--- config.mk ---
export PLATFORM = sky130hd
export DESIGN_NAME = dmem_access_ctrl
export DESIGN_NICKNAME = d
export VERILOG_FILES = /design/src/rtl/dmem_access_ctrl_pkg.sv /design/src/rtl/dmem_lane_align.sv /design/src/rtl/dmem_access_ctrl.sv
export SDC_FILE = /design/constraint.sdc
export NUM_CORES = 1
export LEC_CHECK = 0
export ABC_AREA = 0
export ABC_CLOCK_PERIOD_IN_PS = 2000
export CAP_MARGIN = 20
export CORE_UTILIZATION = 43
export DETAILED_ROUTE_END_ITERATION = 10
export HOLD_SLACK_MARGIN = 0.12
export PLACE_DENSITY_LB_ADDON = 0.05
export REMOVE_ABC_BUFFERS = 1
export SLEW_MARGIN = 25
export SYNTH_ARGS = -nofsm -noshare
export SYNTH_HDL_FRONTEND = slang
export SYNTH_SLANG_ARGS = --single-unit
--- constraint.sdc ---
create_clock -name clk -period 2 [get_ports clk]
set_input_delay 0.3 -clock clk [delete_from_list [all_inputs] [get_ports clk]]
set_output_delay 0.3 -clock clk [all_outputs]
set_load 0.01 [all_outputs]
--- src/rtl/dmem_access_ctrl_pkg.sv ---
// Shared types and constants for the MEM-stage data-memory access controller.
// Build option: DMEM_MISALIGN_TRAP_EN (see dmem_access_ctrl.sv).
package dmem_access_ctrl_pkg;

  typedef enum logic [1:0] {
    IDLE = 2'd0,
    REQ  = 2'd1,
    ERR  = 2'd2
  } dmem_state_t;

  localparam logic [2:0] F3_B  = 3'b000;
  localparam logic [2:0] F3_H  = 3'b001;
  localparam logic [2:0] F3_W  = 3'b010;
  localparam logic [2:0] F3_BU = 3'b100;
  localparam logic [2:0] F3_HU = 3'b101;

  // Halfwords must sit on an even byte, everything wider on a word boundary.
  function automatic logic is_misaligned(input logic [2:0] f3, input logic [1:0] off);
    logic bad;
    case (f3)
      F3_B, F3_BU: bad = 1'b0;
      F3_H, F3_HU: bad = off[0];
      default:     bad = (off != 2'b00);
    endcase
    return bad;
  endfunction

endpackage

--- src/rtl/dmem_lane_align.sv ---
// Combinational byte-lane logic: store byte enables / replicated write data,
// and load lane selection with sign or zero extension.
module dmem_lane_align
  import dmem_access_ctrl_pkg::*;
(
  input  logic [2:0]  st_funct3,
  input  logic [1:0]  st_off,
  input  logic [31:0] st_data,
  output logic [3:0]  be,
  output logic [31:0] lane_wdata,
  input  logic [2:0]  ld_funct3,
  input  logic [1:0]  ld_off,
  input  logic [31:0] ld_raw,
  output logic [31:0] ld_data
);

  logic [7:0]  ld_byte;
  logic [15:0] ld_half;

  // NOTE: every always_comb output gets a default first, so no path can infer a latch.
  always_comb begin
    be         = 4'b0000;
    lane_wdata = 32'h0;
    case (st_funct3)
      F3_B, F3_BU: begin
        be         = 4'b0001 << st_off;
        lane_wdata = {4{st_data[7:0]}};
      end
      F3_H, F3_HU: begin
        be         = 4'b0011 << {st_off[1], 1'b0};
        lane_wdata = {2{st_data[15:0]}};
      end
      default: begin
        be         = 4'b1111;
        lane_wdata = st_data;
      end
    endcase
  end

  always_comb begin
    ld_byte = ld_raw[7:0];
    case (ld_off)
      2'd0:    ld_byte = ld_raw[7:0];
      2'd1:    ld_byte = ld_raw[15:8];
      2'd2:    ld_byte = ld_raw[23:16];
      default: ld_byte = ld_raw[31:24];
    endcase
    ld_half = ld_off[1] ? ld_raw[31:16] : ld_raw[15:0];
  end

  always_comb begin
    ld_data = ld_raw;
    case (ld_funct3)
      F3_B:    ld_data = {{24{ld_byte[7]}}, ld_byte};
      F3_BU:   ld_data = {24'h0, ld_byte};
      F3_H:    ld_data = {{16{ld_half[15]}}, ld_half};
      F3_HU:   ld_data = {16'h0, ld_half};
      default: ld_data = ld_raw;
    endcase
  end

endmodule

--- src/rtl/dmem_access_ctrl.sv ---
// MEM-stage load/store controller driving a req/ack data-memory port.
// Build option: define DMEM_MISALIGN_TRAP_EN to reject misaligned H/W accesses.
module dmem_access_ctrl
  import dmem_access_ctrl_pkg::*;
#(
  parameter int ADDR_W  = 30,
  parameter int TIMEOUT = 64
) (
  input  logic              clk,
  input  logic              rstN,
  input  logic              mem_start,
  input  logic              mem_read,
  input  logic              mem_write,
  input  logic [2:0]        funct3,
  input  logic [31:0]       addr,
  input  logic [31:0]       wdata,
  output logic              mem_ready,
  output logic [31:0]       rdata,
  output logic              bus_err,
  output logic              misaligned,
  output logic              dmem_req,
  output logic              dmem_we,
  output logic [ADDR_W-1:0] dmem_addr,
  output logic [3:0]        dmem_be,
  output logic [31:0]       dmem_wdata,
  input  logic [31:0]       dmem_rdata,
  input  logic              dmem_ack
);

`ifdef DMEM_MISALIGN_TRAP_EN
  localparam bit TRAP_EN = 1'b1;
`else
  localparam bit TRAP_EN = 1'b0;
`endif

  localparam int                CNT_W    = $clog2(TIMEOUT + 2);
  localparam logic [CNT_W-1:0] CNT_LAST = (TIMEOUT > 0) ? CNT_W'(TIMEOUT - 1) : '0;

  dmem_state_t      state;
  logic [CNT_W-1:0] cnt;
  logic [2:0]       ld_funct3;
  logic [1:0]       ld_off;
  logic             misaligned_q;

  logic [3:0]       be_nxt;
  logic [31:0]      wdata_nxt;
  logic [31:0]      ld_ext;
  logic             op_valid;
  logic             op_we;

  // Both read and write high is illegal and handled as a load.
  assign op_valid   = mem_read | mem_write;
  assign op_we      = mem_write & ~mem_read;
  assign misaligned = misaligned_q;

  dmem_lane_align u_lane (
    .st_funct3  (funct3),
    .st_off     (addr[1:0]),
    .st_data    (wdata),
    .be         (be_nxt),
    .lane_wdata (wdata_nxt),
    .ld_funct3  (ld_funct3),
    .ld_off     (ld_off),
    .ld_raw     (dmem_rdata),
    .ld_data    (ld_ext)
  );

  // NOTE: sequential state uses non-blocking assignments only, so every register samples pre-edge values.
  always_ff @(posedge clk) begin
    if (!rstN) begin
      state        <= IDLE;
      cnt          <= '0;
      ld_funct3    <= F3_W;
      ld_off       <= 2'b00;
      mem_ready    <= 1'b1;
      rdata        <= 32'h0;
      bus_err      <= 1'b0;
      misaligned_q <= 1'b0;
      dmem_req     <= 1'b0;
      dmem_we      <= 1'b0;
      dmem_addr    <= '0;
      dmem_be      <= 4'b0000;
      dmem_wdata   <= 32'h0;
    end else begin
      bus_err      <= 1'b0;
      misaligned_q <= 1'b0;
      case (state)
        IDLE: begin
          if (mem_start && op_valid) begin
            mem_ready <= 1'b0;
            if (TRAP_EN && is_misaligned(funct3, addr[1:0])) begin
              state        <= ERR;
              misaligned_q <= 1'b1;
              rdata        <= 32'h0;
            end else begin
              state      <= REQ;
              cnt        <= '0;
              ld_funct3  <= funct3;
              ld_off     <= addr[1:0];
              dmem_req   <= 1'b1;
              dmem_we    <= op_we;
              dmem_addr  <= addr[ADDR_W+1:2];
              dmem_be    <= be_nxt;
              dmem_wdata <= wdata_nxt;
            end
          end
        end
        REQ: begin
          // An ack arriving on the limit cycle still completes normally.
          if (dmem_ack) begin
            state     <= IDLE;
            dmem_req  <= 1'b0;
            mem_ready <= 1'b1;
            if (!dmem_we) rdata <= ld_ext;
          end else if (TIMEOUT != 0 && cnt == CNT_LAST) begin
            state     <= IDLE;
            dmem_req  <= 1'b0;
            mem_ready <= 1'b1;
            bus_err   <= 1'b1;
            rdata     <= 32'h0;
          end else begin
            cnt <= cnt + 1'b1;
          end
        end
        ERR: begin
          state     <= IDLE;
          mem_ready <= 1'b1;
        end
        default: begin
          state     <= IDLE;
          mem_ready <= 1'b1;
          dmem_req  <= 1'b0;
        end
      endcase
    end
  end

endmodule

==> flow_metrics.env <==
export IMPL_status="completed"
export IMPL_fmax_mhz=543
export IMPL_power_total_mw=6.96
export IMPL_drive_gt1_frac=0.102
export IMPL_dp_hpwl_mm=9.99
export IMPL_path_class="reg2out"
export IMPL_post_cts_buffers=0
export IMPL_stdcell_count=919
export IMPL_drcViolationCount=0
export IMPL_synth_top_cells_by_count="nand2_1 (134), dfxtp_1 (114), a21boi_0 (52)"
export IMPL_place_inst=887
export IMPL_worstPathArrival_ns=1.54
export IMPL_gp_congestion=0.841
export IMPL_path_cells="clkdlybuf4s50_1"
export IMPL_setup_violations_final=0
export IMPL_tightest_slew_ns=0.649
export IMPL_crit_buf_inv=1
export IMPL_synth_area_top_cells="dfxtp_1 (46%), nand2_1 (10%), a21boi_0 (7.8%), mux2i_1 (4.8%), o211a_1 (3.2%)"
export IMPL_num_rows=39
export IMPL_synth_top_area_frac=0.455
export IMPL_num_io_pins=208
export IMPL_rsz0062_at_grt="no"
export IMPL_grt_start_max_net_pins=74
export IMPL_clkLatencyLatePin_ns=0.41
export IMPL_slew_viol_final=0
export IMPL_cp_start_kind="flip-flop"
export IMPL_clock_sinks=114
export IMPL_cts_root_buf="clkbuf_16"
export IMPL_syn_to_final_growth_pct=59.1
export IMPL_cp_required_ns=1.70
export IMPL_p_comb_frac=0.147
export IMPL_synth_seq_cells=114
export IMPL_synthArstFlopShare=0
export IMPL_diodes=0
export IMPL_p_sw_frac=0.223
export IMPL_wl_per_cell_um=15.8
export IMPL_cts_buffer_depth=2
export IMPL_yosys_area_top_type="dfxtp_1"
export IMPL_slowest_stage="clkdlybuf4s50_1"
export IMPL_clkTransAtPathRegs_ns=0.05
export IMPL_cts_tree="done"
export IMPL_fin_skew_ns=0.00560
export IMPL_p_leak_nw=3.21
export IMPL_numCtsBuffers=17
export IMPL_ir_worst_vdd_v=0.000655
export IMPL_synth_area_mm2=0.00501
export IMPL_drv_cap=0
export IMPL_first_iter_violations=225
export IMPL_yosys_warnings=0
export IMPL_h_tree_depth=4
export IMPL_clkPwrFrac=0.496
export IMPL_antenna_found_initial=0
export IMPL_dieArea_mm2=0.0121
export IMPL_hold_path_class="in2reg"
export IMPL_slew_headroom=0.567
export IMPL_vias=4848
export IMPL_die_y_um=110
export IMPL_cp_top_family="buffers and inverters"
export IMPL_hold_viol_final=0
export IMPL_crit_path_max_incr_delay_ns=0.61
export IMPL_synth_cells=556
export IMPL_fin_crit_ns=1.84
export IMPL_first_pass_iters=4
export IMPL_internal_power_mw=5.41
export IMPL_grt_usage=0.240
export IMPL_postRouteAntennaNets=0
export IMPL_initial_core_util=0.441
export IMPL_critPathMaxFanout=10
export IMPL_synth_edf_count=0
export IMPL_io_buffers=206
export IMPL_die_w_um=110
export IMPL_grt_ovfl_total=0
export IMPL_final_core_util=0.702
export IMPL_nNetsFinal=869
export IMPL_coreArea_mm2=0.0114
export IMPL_syn_area_per_cell_um2=9.02
export IMPL_grt_pass1_vias=4549
export IMPL_fin_crit_sh=0.921
export IMPL_grt_pass1_wl_mm=22.1
export IMPL_synth_cell_type_count=52
export IMPL_viasPerCell=5.28
export IMPL_p_per_area_mw_per_mm2=873
export IMPL_synth_flop_cell="dfxtp_1"
export IMPL_yosysSeqAreaShare=0.455
export IMPL_yosysMostFrequentCell="nand2_1"
export IMPL_p_seq_frac=0.357
export IMPL_end_kind="output pin"
export IMPL_switchingPower_mw=1.55
export IMPL_wirelength_mm=14.5
through the flow:
step | worst slack [ns] | setup TNS, ns | hold slack, ns | cell area, um^2
6_report | 0.159 | 0 | 0.244 | 7980
5_1_grt | 0.0767 | 0 | 0.247 | 7980
4_1_cts | 0.0530 | 0 | 0.225 | 7970
3_5_place_dp | -0.0826 | -0.427 | 0.440 | 7290
3_3_place_gp | -0.0536 | -0.255 | 0.431 | 7290
2_1_floorplan | -1.85 | -121.52 | 0.372 | 4790
power by group through the flow:
stage	sequential, mW	clock, mW	combinational, mW
global route	2.50	3.61	1.11
detailed placement	2.53	0	1.02
CTS	2.48	3.50	1.03
floorplan	2.58	0	0.318
finish	2.48	3.46	1.02
global placement	2.52	0	1.00
per-layer routing:
layer	vias up	routed length, um	track usage
met1	2264	6120	0.275
met3	24	1210	0.0952
li1	2397	-	-
met2	163	6910	0.399
met4	0	284	0.0971
met5	-	0	0
cells by family (layout without fill, tap and decap cells):
family	after synthesis	count (layout)	synth area share
and+or+nand+nor	193	193	0.170
AOI/OAI and AO/OA	169	169	0.268
DFF	114	114	0.455
buffers and inverters	51	271	0.0489
muxes	27	27	0.0546
adders and majority gates	1	1	0.00249
other	1	1	0.000748
sequential cells by signal (all words and copies together) (netlist names):
register,cells
bus_err,1
cnt,7
dmem_addr,30
dmem_be,4
dmem_req,1
dmem_wdata,32
dmem_we,1
ld_funct3,3
ld_off,2
mem_ready,1
rdata,32
worst paths after layout:
path,startpoint,end,slack (ns),cells after the start
hold / removal,rstN,cnt[0],0.24,2
setup reg to reg,ld_off[0],rdata[14],0.24,4
setup / recovery,dmem_req,dmem_req,0.16,1
hold reg to reg,cnt[6],cnt[6],0.45,2
final cells by class:
| cell class | instances | area (um^2) |
|---|---|---|
| timing repair buffer | 234 | 2320 |
| clock inverter | 9 | 200 |
| multi-input combinational | 391 | 2500 |
| inverter | 5 | 18.8 |
| sequential | 114 | 2280 |
| fill | 882 | 3390 |
| clock buffer | 23 | 478 |
| tap | 143 | 179 |
cell usage in the layout, fill, tap and decap left out, types with 2 or more instances in the layout:
cell	count
and3_1	3
o211ai_1	9
o22ai_1	2
o211a_1	16
o21ai_0	18
a21boi_0	52
a22o_1	9
a21o_1	7
a211o_1	3
clkbuf_1	3
clkbuf_8	3
clkdlybuf4s50_1	205
nand3_1	15
clkbuf_16	17
nor3_1	2
a221o_1	12
nand2b_1	7
a211oi_1	7
a221o_2	10
nor2b_1	3
clkinvlp_4	2
inv_1	5
buf_12	4
a221oi_1	2
or2_2	2
buf_4	23
nand2_1	134
nor2_1	15
mux2_2	3
dfxtp_1	114
mux2i_1	24
a31oi_1	4
bufinv_16	6
a21oi_1	8
timing repair:
item	4_1_cts	5_1_grt
hold buffers	0	0
endpoints found under the setup margin	0	14
resized for setup	0	2
Power figures use the tool's default switching activity.
